$ cat src/rtl/i2c_master_write.sv
// Write-only I2C master: START, address+W, sub-address, data byte, STOP.
// Each bit slot is four quarter-bit ticks; a NACK on any ACK slot aborts straight to STOP.
module i2c_master_write #(
  parameter int DELAY = 1000
) (
  input  logic       clk,
  input  logic       reset,
  input  logic       start,
  input  logic [6:0] addr,
  input  logic [7:0] sub,
  input  logic [7:0] data,
  output logic       ready,
  output logic       done,
  output logic       i2c_sda_out,
  input  logic       i2c_sda_in,
  output logic       i2c_sda_out_mode,
  output logic       i2c_scl
);

  localparam int CW = (DELAY > 1) ? $clog2(DELAY) : 1;
  localparam logic [CW-1:0] TICK_TOP = CW'(DELAY - 1);

  typedef enum logic [3:0] {
    IDLE, START, ADDR, ACK1, SUB, ACK2, DATA, ACK3, STOP
  } state_t;

  state_t        state_q, state_d;
  logic [CW-1:0] cnt_q, cnt_d;
  logic [1:0]    qtr_q, qtr_d;
  logic [2:0]    bit_q, bit_d;
  logic [7:0]    shift_q, shift_d;
  logic [7:0]    sub_q, sub_d;
  logic [7:0]    data_q, data_d;
  logic          done_q, done_d;
  logic          tick;

  assign tick = (cnt_q == TICK_TOP);

  always_comb begin
    cnt_d = tick ? '0 : cnt_q + 1'b1;
  end

  // Slot sequencing: every state lasts a whole number of 4-tick slots; decisions happen on the q3 tick.
  always_comb begin
    state_d = state_q;
    qtr_d   = qtr_q;
    bit_d   = bit_q;
    shift_d = shift_q;
    sub_d   = sub_q;
    data_d  = data_q;
    done_d  = 1'b0;
    if (tick) begin
      if (state_q == IDLE) begin
        if (start) begin
          state_d = START;
          qtr_d   = 2'd0;
          bit_d   = 3'd0;
          shift_d = {addr, 1'b0};
          sub_d   = sub;
          data_d  = data;
        end
      end else begin
        qtr_d = qtr_q + 2'd1;
        if (qtr_q == 2'd3) begin
          case (state_q)
            START: state_d = ADDR;
            ADDR, SUB, DATA: begin
              shift_d = {shift_q[6:0], 1'b0};
              bit_d   = bit_q + 3'd1;
              if (bit_q == 3'd7) begin
                if (state_q == ADDR)     state_d = ACK1;
                else if (state_q == SUB) state_d = ACK2;
                else                     state_d = ACK3;
              end
            end
            ACK1: begin
              state_d = i2c_sda_in ? STOP : SUB;
              shift_d = sub_q;
            end
            ACK2: begin
              state_d = i2c_sda_in ? STOP : DATA;
              shift_d = data_q;
            end
            ACK3: state_d = STOP;
            STOP: begin
              state_d = IDLE;
              done_d  = 1'b1;
            end
            default: state_d = IDLE;
          endcase
        end
      end
    end
  end

  // Line levels are decoded from registered state, so they only move on tick edges.
  always_comb begin
    i2c_scl          = 1'b1;
    i2c_sda_out      = 1'b1;
    i2c_sda_out_mode = 1'b1;
    case (state_q)
      START: begin
        i2c_scl     = (qtr_q != 2'd3);
        i2c_sda_out = (qtr_q == 2'd0);
      end
      ADDR, SUB, DATA: begin
        i2c_scl     = qtr_q[1];
        i2c_sda_out = shift_q[7];
      end
      ACK1, ACK2, ACK3: begin
        i2c_scl          = qtr_q[1];
        i2c_sda_out_mode = 1'b0;
      end
      STOP: begin
        i2c_scl     = (qtr_q != 2'd0);
        i2c_sda_out = qtr_q[1];
      end
      default: ;
    endcase
  end

  assign ready = (state_q == IDLE);
  assign done  = done_q;

  always_ff @(posedge clk) begin
    if (reset) begin
      state_q <= IDLE;
      cnt_q   <= '0;
      qtr_q   <= 2'd0;
      bit_q   <= 3'd0;
      shift_q <= 8'd0;
      sub_q   <= 8'd0;
      data_q  <= 8'd0;
      done_q  <= 1'b0;
    end else begin
      state_q <= state_d;
      cnt_q   <= cnt_d;
      qtr_q   <= qtr_d;
      bit_q   <= bit_d;
      shift_q <= shift_d;
      sub_q   <= sub_d;
      data_q  <= data_d;
      done_q  <= done_d;
    end
  end

endmodule

$ cat config.mk
export PLATFORM = sky130hd
export DESIGN_NAME = i2c_master_write
export DESIGN_NICKNAME = d
export VERILOG_FILES = /design/src/rtl/i2c_master_write.sv
export SDC_FILE = /design/constraint.sdc
export NUM_CORES = 1
export LEC_CHECK = 0
export CAP_MARGIN = 15
export CORE_MARGIN = 5
export CORE_UTILIZATION = 33
export DETAILED_ROUTE_END_ITERATION = 10
export DONT_BUFFER_PORTS = 1
export GPL_ROUTABILITY_DRIVEN = 1
export SLEW_MARGIN = 30
export SYNTH_ARGS = -nofsm -noshare
export SYNTH_HDL_FRONTEND = slang
export SYNTH_SLANG_ARGS = --single-unit
$ cat constraint.sdc
create_clock -name clk -period 2.4 [get_ports clk]
set_input_delay 0.12 -clock clk [delete_from_list [all_inputs] [get_ports clk]]
set_output_delay 0.12 -clock clk [all_outputs]
set_load 0.02 [all_outputs]
==> results of run 1 <==
-- final cells by class --
class                      instances  share of cell area [%]
tap                               96                   4.558
multi-input combinational        201                   47.34
clock buffer                       8                   3.419
inverter                           9                   1.567
sequential                        44                   33.43
timing repair buffer              27                   9.687
-- worst reg2reg max path, stage by stage, from the launching register on --
cell      delay (ps)
dfxtp_1          350
ha_1             230
nand4b_1         160
or3_1            530
or4_1            570
a21oi_1          140
-- state kept, by name, summed over array words and instances (netlist names) --
name and count:
bit_q 3, cnt_q 10, data_q 8, done 1, qtr_q 2, shift_q 8
state_q 4, sub_q 8
-- routing by layer --
metal | vias up | GRT usage [%] | routed length, microns
li1 | 1062 | - | -
met1 | 986 | 20.19 | 2849
met2 | 46 | 20.73 | 2636
met3 | 10 | 2.574 | 307
met4 | 0 | 4.332 | 97
met5 | - | 0 | 0
-- placed cells by master (no fill, tap or decap), types with 4 or more instances in the layout --
master,Yosys,routed
nor2_1,19,19
dlygate4sd3_1,1,16
nand2_1,7,7
a31oi_1,4,4
a21oi_1,30,30
inv_1,8,8
xor2_1,4,4
buf_4,2,10
clkbuf_8,3,6
o311ai_0,4,4
o21ai_0,31,31
nand3_1,23,23
nor3_1,10,9
xnor2_1,5,5
a22oi_1,6,6
ha_1,5,5
nand4_1,5,5
a32o_1,7,7
o22ai_1,6,6
dfxtp_1,44,44
-- power breakdown --
group | leakage, nW | internal, mW | switching, mW
clock network | 0.0455 | 0.235 | 0.237
registers | 0.355 | 0.735 | 0.00407
logic | 0.484 | 0.0634 | 0.0951
total | 0.885 | 1.03 | 0.336
-- through the flow --
step | std cells | power (mW) | hold slack (ps)
floorplan | 276 | 0.8710 | 267.7
global placement | 360 | 0.8798 | 197.8
detailed placement | 360 | 0.8808 | 198.7
CTS | 384 | 1.388 | 0.7433
global route | 385 | 1.436 | 24.90
finish | 385 | 1.369 | 16.75
-- logic make-up (layout without fill, tap and decap cells) --
kind of cell,after synthesis,count (layout)
AO/OA/AOI/OAI,101,101
buffers and inverters,31,44
AND/OR/NAND/NOR,84,84
flip-flops,44,44
XOR/XNOR,9,9
multiplexers,2,2
adder cells (fa/ha/maj),5,5
-- cell usage after synthesis, types with 3 or more instances --
cell type | n | share of area (%)
dfxtp_1 | 44 | 38
o21ai_0 | 31 | 6.7
a21oi_1 | 30 | 6.5
nand3_1 | 23 | 5.0
nor2_1 | 19 | 3.1
clkbuf_1 | 13 | 2.1
nor3_1 | 10 | 2.2
inv_1 | 8 | 1.3
a32o_1 | 7 | 3.0
nand2_1 | 7 | 1.1
a22oi_1 | 6 | 2.0
o22ai_1 | 6 | 1.6
ha_1 | 5 | 2.7
nand4_1 | 5 | 1.4
xnor2_1 | 5 | 1.9
a31oi_1 | 4 | 1.1
o311ai_0 | 4 | 1.5
xor2_1 | 4 | 1.5
clkbuf_8 | 3 | 1.8
-- worst max-delay path by stage --
stage,start,endpoint,slack [ps]
after floorplan,cnt_q[0],state_q[3],480
after global placement,cnt_q[0],state_q[3],380
after detailed placement,cnt_q[0],state_q[3],370
after CTS,cnt_q[0],state_q[3],350
after global routing,cnt_q[0],shift_q[6],200
final,cnt_q[0],state_q[3],350
-- what timing repair did --
item / 4_1_cts / 5_1_grt
hold buffers: 16 / 1
endpoints found under the hold margin: 34 / 1
setup buffers: 0 / 0
==> flow_metrics.py, run 1 <==
metrics = {
    "worst_setup_path": {
        "critPathMaxFanout": 14,
        "cp-start-kind": "flop",
        "cp_cell_sequence": "ha_1 -> nand4b_1 -> or3_1 -> or4_1 -> a21oi_1",
        "crit_type": "reg -> reg",
        "reg2reg_from": "cnt_q[0]",
        "max_stage_delay_ps": 570,
        "critical_path_required_ps": 2630,
        "crit_buf_inv": 0,
        "crit_family": "simple AND/OR/NAND/NOR gates",
        "end_kind": "flop",
        "rr_endpoint": "state_q[3]",
        "r2r_slack_ps": 350,
        "path_depth": 5,
        "critPathSlowestCell": "or4_1",
        "rr_worst_depth": 5,
        "worstPathArrival_ps": 2290,
    },
    "placement": {
        "place_ws_ps": 367.4,
        "gp_congestion": 0.7770,
        "portBuffers": 0,
        "placed_area_sq_um": 2365,
        "post-dp-hpwl_microns": 4103,
    },
    "grt": {
        "track_usage_pct": 13.91,
        "antenna_found_initial": 0,
        "grt_pass1_vias": 1939,
        "grt_max_degree": 35,
        "overflow": 0,
        "grt_pass1_wl_microns": 9791,
    },
    "yosys": {
        "synth-edff-count": 0,
        "synth-simple-area-share_pct": 19.47,
        "postSynthCellCount": 276,
        "synth_ff_type": "dfxtp_1",
        "async_flop_share_pct": 0,
        "synth_xor_xnor_area_share_pct": 3.416,
        "synth-seq-cells": 44,
        "synth-compound-area-share_pct": 27.17,
        "yosysSeqAreaShare_pct": 38.18,
        "synth_area_sq_um": 2307,
        "synth.distinct_cells": 52,
        "avgSynthCellArea_sq_um": 8.359,
        "synth_nets": 308,
        "synth_top_family_by_area": "compound AO/OA/AOI/OAI gates",
        "synth_adder_area_share_pct": 2.711,
        "yosysWarnings": 0,
        "synth_mux_area_share_pct": 1.085,
    },
    "die": {
        "initial_core_util_pct": 33.96,
        "core_area_sq_um": 6794,
        "dieArea_sq_um": 8764,
        "io_pins": 32,
        "die_h_microns": 93.62,
        "die_w_microns": 93.62,
        "num_rows": 30,
    },
    "cells_and_area": {
        "ff_latch_area_sq_um": 880.8,
        "drive_gt1_share_pct": 8.651,
        "antenna_cells": 0,
        "nets": 320,
        "areaGrowthSynthToFinish_pct": 14.21,
        "utilization_pct": 38.78,
        "multi_input_area_sq_um": 1247,
        "fin_area_sq_um": 2635,
        "nFillCells": 709,
    },
    "drt": {
        "drtPass1Iterations": 4,
        "first_iter_violations": 149,
        "drtAntennaViolNets": 0,
        "drc": 0,
        "vias": 2104,
        "drt_wl_total_microns": 5890,
        "vias_per_cell": 5.465,
        "routedWlPerCell_microns": 15.30,
    },
    "clock_network": {
        "cts_buffers": 5,
        "clk_pin_slew_ps": 80,
        "cts_sinks": 44,
        "cts_tree": "yes",
        "clock-root-buffer": "clkbuf_8",
        "cts_max_path_buffers": 2,
        "h-tree-depth": 2,
        "ctsResizeCount": 0,
        "insertion_delay_ps": 300,
    },
    "sta": {
        "setup_viol": 0,
        "fin_setup_tns_ps": 0,
        "finalCritPeriodShare_pct": 85.43,
        "setup_ws_ps": 349.6,
        "final_max_slew_viol_count": 0,
        "max_freq_ghz": 0.4877,
        "rsz0062_at_grt": "no",
        "fin_skew_ps": 4.605,
        "finalHoldViolations": 0,
        "worst_slew_pin_slew_ps": 652.1,
        "timing.slew.headroom_pct": 56.37,
        "layout_min_cycle_time_ps": 2050,
    },
    "power": {
        "ir_drop_mv": 0.1731,
        "powerDensity_nw_per_um2": 519.7,
        "leakage_nw": 0.8850,
    },
    "worst_hold_path": {
        "hp-class": "in -> reg",
        "worstHoldEndpoint": "bit_q[0]",
        "whs_path_depth": 2,
        "hp-start": "reset",
    },
    "run": {
        "maxCapViolations": 0,
    },
    "outcome": {
        "status": "completed",
    },
}
(Power assumes the default switching activity.)
==> inputs of run 2 (changes only) <==
clock period = 2.2 ns   (was 2.4 ns; I/O delays follow)
==> flow_metrics.py, run 2 (synthesis results as in run 1) <==
metrics = {
    "sta": {
        "fin_setup_tns_ps": 0,
        "max_freq_ghz": 0.5050,
        "timing.slew.headroom_pct": 56.88,
        "finalCritPeriodShare_pct": 90.01,
        "final_max_slew_viol_count": 0,
        "setup_viol": 0,
        "rsz0062_at_grt": "no",
        "hold_slack_ps": 29.32,
        "finalHoldViolations": 0,
        "fin_skew_ps": 7.595,
        "worst_slew_pin_slew_ps": 640.0,
        "layout_min_cycle_time_ps": 1980,
    },
    "power": {
        "seqPwrFrac_pct": 49.8,
        "combinationalPowerShare_pct": 11.1,
        "powerDensity_nw_per_um2": 601.1,
        "p_int_mw": 1.217,
        "ir_drop_mv": 0.2173,
        "sw_frac_of_total_pct": 24.90,
        "leakage_nw": 0.9181,
        "netSwitchingPower_mw": 0.4035,
        "clockPowerShare_pct": 39.2,
    },
    "drt": {
        "vias_per_cell": 5.560,
        "routedWlPerCell_microns": 15.46,
        "drt_wl_total_microns": 6015,
        "vias": 2163,
        "drtAntennaViolNets": 0,
        "drtPass1Iterations": 4,
        "first_iter_violations": 164,
        "drc": 0,
    },
    "worst_hold_path": {
        "hp-class": "in -> reg",
        "whs_path_depth": 3,
    },
    "grt": {
        "antenna_found_initial": 0,
        "track_usage_pct": 14.45,
        "grt_pass1_wl_microns": 10210,
        "grt_max_degree": 36,
        "grt_pass1_vias": 2031,
        "overflow": 0,
    },
    "outcome": {
        "status": "completed",
    },
    "clock_network": {
        "h-tree-depth": 2,
        "clk_pin_slew_ps": 80,
        "cts_max_path_buffers": 2,
        "cts_setup_buffers": 0,
        "cts_buffers": 5,
        "clock-root-buffer": "clkbuf_8",
        "cts_tree": "yes",
        "cts_sinks": 44,
        "insertion_delay_ps": 300,
    },
    "run": {
        "maxCapViolations": 0,
    },
    "worst_setup_path": {
        "end_kind": "flop",
        "worstPathArrival_ps": 2210,
        "cp-start-kind": "flop",
        "crit_type": "reg -> reg",
        "rr_worst_depth": 5,
        "critPathMaxFanout": 15,
        "critical_path_required_ps": 2430,
    },
    "cells_and_area": {
        "regMostFlops": "cnt_q",
        "drive_gt1_share_pct": 10.92,
        "areaGrowthSynthToFinish_pct": 16.87,
        "nets": 324,
        "layout_commonest_cell": "dfxtp_1",
        "largest_reg_flops": 10,
        "nFillCells": 706,
        "antenna_cells": 0,
        "layout_common_cells": "dfxtp_1, o21ai_0, a21oi_1, nand3_1, nor2_1",
    },
    "die": {
        "die_h_microns": 93.62,
        "initial_core_util_pct": 33.96,
        "die_w_microns": 93.62,
        "dieArea_sq_um": 8764,
        "num_rows": 30,
        "io_pins": 32,
        "core_area_sq_um": 6794,
    },
    "placement": {
        "portBuffers": 0,
        "post-dp-hpwl_microns": 4189,
        "gp_congestion": 0.7828,
    },
}
[run 2: what timing repair did]
item                                    4_1_cts  5_1_grt
hold endpoints to repair                     35        0
hold buffers                                 17        0
gates resized for setup                       0        1
endpoints found under the setup margin        0        1
[run 2: worst paths after layout]
check	slack, ps	to	startpoint
setup / recovery	220	state_q[3]	cnt_q[0]
setup reg to reg	220	state_q[3]	cnt_q[0]
hold / removal	30	state_q[2]	i2c_sda_in
hold reg to reg	460	cnt_q[0]	cnt_q[0]
[run 2: power groups by stage]
stage / clock (mW) / sequential (mW) / combinational (mW)
5_1_grt: 0.689 / 0.808 / 0.200
3_3_place_gp: 0 / 0.825 / 0.140
2_1_floorplan: 0 / 0.826 / 0.124
3_5_place_dp: 0 / 0.825 / 0.141
6_report: 0.635 / 0.807 / 0.179
4_1_cts: 0.654 / 0.807 / 0.178
[run 2: area by class of cell]
class | instances | area (sq um) | share of cell area [%]
multi-input cells | 201 | 1252 | 46.45
flip-flops and latches | 44 | 880.8 | 32.67
clock buffers | 5 | 68.82 | 2.552
clock inverters | 3 | 47.55 | 1.763
inverters | 9 | 41.29 | 1.531
well taps | 96 | 120.1 | 4.455
repair buffers | 31 | 285.3 | 10.58
[run 2: worst max-delay path: stages (launching register included)]
cell and delay [ps]:
dfxtp_1 360, ha_1 230, nand4b_1 190, or3_4 460, or4_1 540, a21oi_1 140
[run 2: per-stage QoR]
step,util [%],power (mW),cells,instance area [sq um],setup slack (ps)
after detailed placement,35.25,0.9662,364,2395,130.2
after global routing,39.69,1.697,389,2696,128.8
after floorplan,-,0.9502,276,2307,281.6
final,39.69,1.621,389,2696,219.8
after global placement,35.25,0.9649,364,2395,164.7
after CTS,39.61,1.639,389,2691,103.3
[run 2: layer usage]
layer / wire length, microns / part of all wire [%] / vias to the layer above / track usage (%)
met5: 0 / 0 / - / 0
met4: 81 / 1.3 / 0 / 4.091
met3: 278 / 4.6 / 6 / 2.655
met2: 2667 / 44 / 52 / 21.56
met1: 2987 / 50 / 1036 / 21.13
li1: - / - / 1069 / -
==> inputs of run 3 (changes only) <==
CORE_UTILIZATION = 60   (was 33)
PLACE_DENSITY = 0.76   (was not set)
==> flow_metrics.py, run 3 (synthesis results as in run 1) <==
metrics = {
    "die": {
        "die_h_microns": 72.01,
        "core_area_sq_um": 3689,
        "dieArea_sq_um": 5185,
        "initial_core_util_pct": 62.55,
        "io_pins": 32,
        "num_rows": 22,
        "die_w_microns": 72.01,
    },
    "drt": {
        "drc": 0,
        "routedWlPerCell_microns": 17.40,
        "vias_per_cell": 6.499,
        "drtAntennaViolNets": 0,
        "drtPass1Iterations": 5,
        "drt_wl_total_microns": 5898,
        "first_iter_violations": 283,
        "vias": 2203,
    },
    "worst_setup_path": {
        "critPathMaxFanout": 15,
        "critPathSlowestCell": "nor2_1",
        "max_stage_delay_ps": 540,
        "cp-start-kind": "flop",
        "crit_buf_inv": 1,
        "worstPathArrival_ps": 1900,
        "critical_path_required_ps": 2090,
        "end_kind": "primary output",
        "path_depth": 4,
        "cp_cell_sequence": "buf_4 -> nor2_1 -> nand3_1 -> o22a_1",
        "rr_worst_depth": 6,
        "crit_family": "simple AND/OR/NAND/NOR gates",
        "crit_type": "reg -> out",
    },
    "clock_network": {
        "clk_pin_slew_ps": 90,
        "cts_setup_buffers": 0,
        "cts_sinks": 44,
        "cts_buffers": 5,
        "clock-root-buffer": "clkbuf_8",
        "h-tree-depth": 2,
        "cts_max_path_buffers": 2,
        "insertion_delay_ps": 300,
        "cts_tree": "yes",
    },
    "cells_and_area": {
        "drive_gt1_share_pct": 10.31,
        "layout_common_cells": "dfxtp_1, o21ai_0, a21oi_1, nand3_1, nor2_1",
        "nets": 322,
        "largest_reg_flops": 10,
        "areaGrowthSynthToFinish_pct": 12.58,
        "regMostFlops": "cnt_q",
        "antenna_cells": 0,
        "layout_commonest_cell": "dfxtp_1",
    },
    "run": {
        "maxCapViolations": 0,
    },
    "sta": {
        "worst_slew_pin_slew_ps": 670.1,
        "rsz0062_at_grt": "no",
        "setup_viol": 0,
        "finalCritPeriodShare_pct": 91.44,
        "timing.slew.headroom_pct": 55.16,
        "max_freq_ghz": 0.4971,
        "hold_slack_ps": 73.29,
        "layout_min_cycle_time_ps": 2012,
        "fin_skew_ps": 9.263,
        "final_max_slew_viol_count": 0,
        "finalHoldViolations": 0,
        "fin_setup_tns_ps": 0,
    },
    "worst_hold_path": {
        "whs_path_depth": 3,
        "hp-class": "in -> reg",
    },
    "grt": {
        "grt_pass1_wl_microns": 9522,
        "antenna_found_initial": 0,
        "grt_max_degree": 36,
        "track_usage_pct": 23.14,
        "overflow": 0,
        "grt_pass1_vias": 1982,
    },
    "power": {
        "leakage_nw": 0.9023,
        "ir_drop_mv": 0.4020,
        "powerDensity_nw_per_um2": 580.1,
    },
    "placement": {
        "post-dp-hpwl_microns": 3863,
        "portBuffers": 0,
        "gp_congestion": 0.7792,
    },
    "outcome": {
        "status": "completed",
    },
}
## run 3: cell types whose count changed in the layout (fill, tap and decap cells not counted), sizes merged
cell / change
buf: -2
bufinv: -1
clkbuf: +1
## run 3: worst reg2reg max path: cells and delay by family, from the launching register on
kind	cells	cell delay [ps]
AO/OA/AOI/OAI	2	460
buffers and inverters	2	340
AND/OR/NAND/NOR	1	640
multiplexers	1	90
flip-flops	1	320
## run 3: final cells by class
class / count / area, sq um
Inverter: 9 / 41.29
Clock buffer: 6 / 82.58
Clock inverter: 2 / 10.01
Multi-Input combinational cell: 201 / 1252
Sequential cell: 44 / 880.8
Fill cell: 314 / 1091
Timing Repair Buffer: 29 / 270.3
Tap cell: 48 / 60.06
## run 3: metrics by stage
| step | cells | worst slack (ps) | total power, mW | util [%] | area [sq um] |
|---|---|---|---|---|---|
| after global placement | 314 | 251.9 | 0.9609 | 62.89 | 2320 |
| after floorplan | 276 | 281.6 | 0.9502 | - | 2307 |
| after global routing | 339 | 39.99 | 1.561 | 70.42 | 2597 |
| after detailed placement | 314 | 216.4 | 0.9636 | 62.89 | 2320 |
| after CTS | 339 | 177.1 | 1.513 | 70.28 | 2592 |
| final | 339 | 188.2 | 1.507 | 70.42 | 2597 |
## run 3: worst paths after layout
| check | start | endpoint | slack (ps) |
|---|---|---|---|
| setup / recovery | state_q[1] | i2c_sda_out | 190 |
| hold / removal | i2c_sda_in | state_q[2] | 70 |
| setup reg to reg | state_q[3] | bit_q[1] | 230 |
| hold reg to reg | shift_q[1] | shift_q[1] | 470 |
## run 3: layer usage
metal	wire length [microns]	share of wire, %	GRT usage (%)	up-vias
met5	0	0	0	-
met4	66	1.1	6.889	0
met3	410	7.0	4.155	5
met2	2845	48	38.37	94
met1	2575	44	30.74	1041
li1	-	-	-	1063
## run 3: timing repair
item / 4_1_cts / 5_1_grt
hold buffers: 17 / 0
gates resized for setup: 0 / 1
hold endpoints to repair: 35 / 0
endpoints found under the setup margin: 0 / 1
## run 3: report_power, final
group	total, mW	internal [mW]	switching, mW
sequential	0.807	0.802	0.00511
clock	0.521	0.251	0.270
combinational	0.179	0.0717	0.107
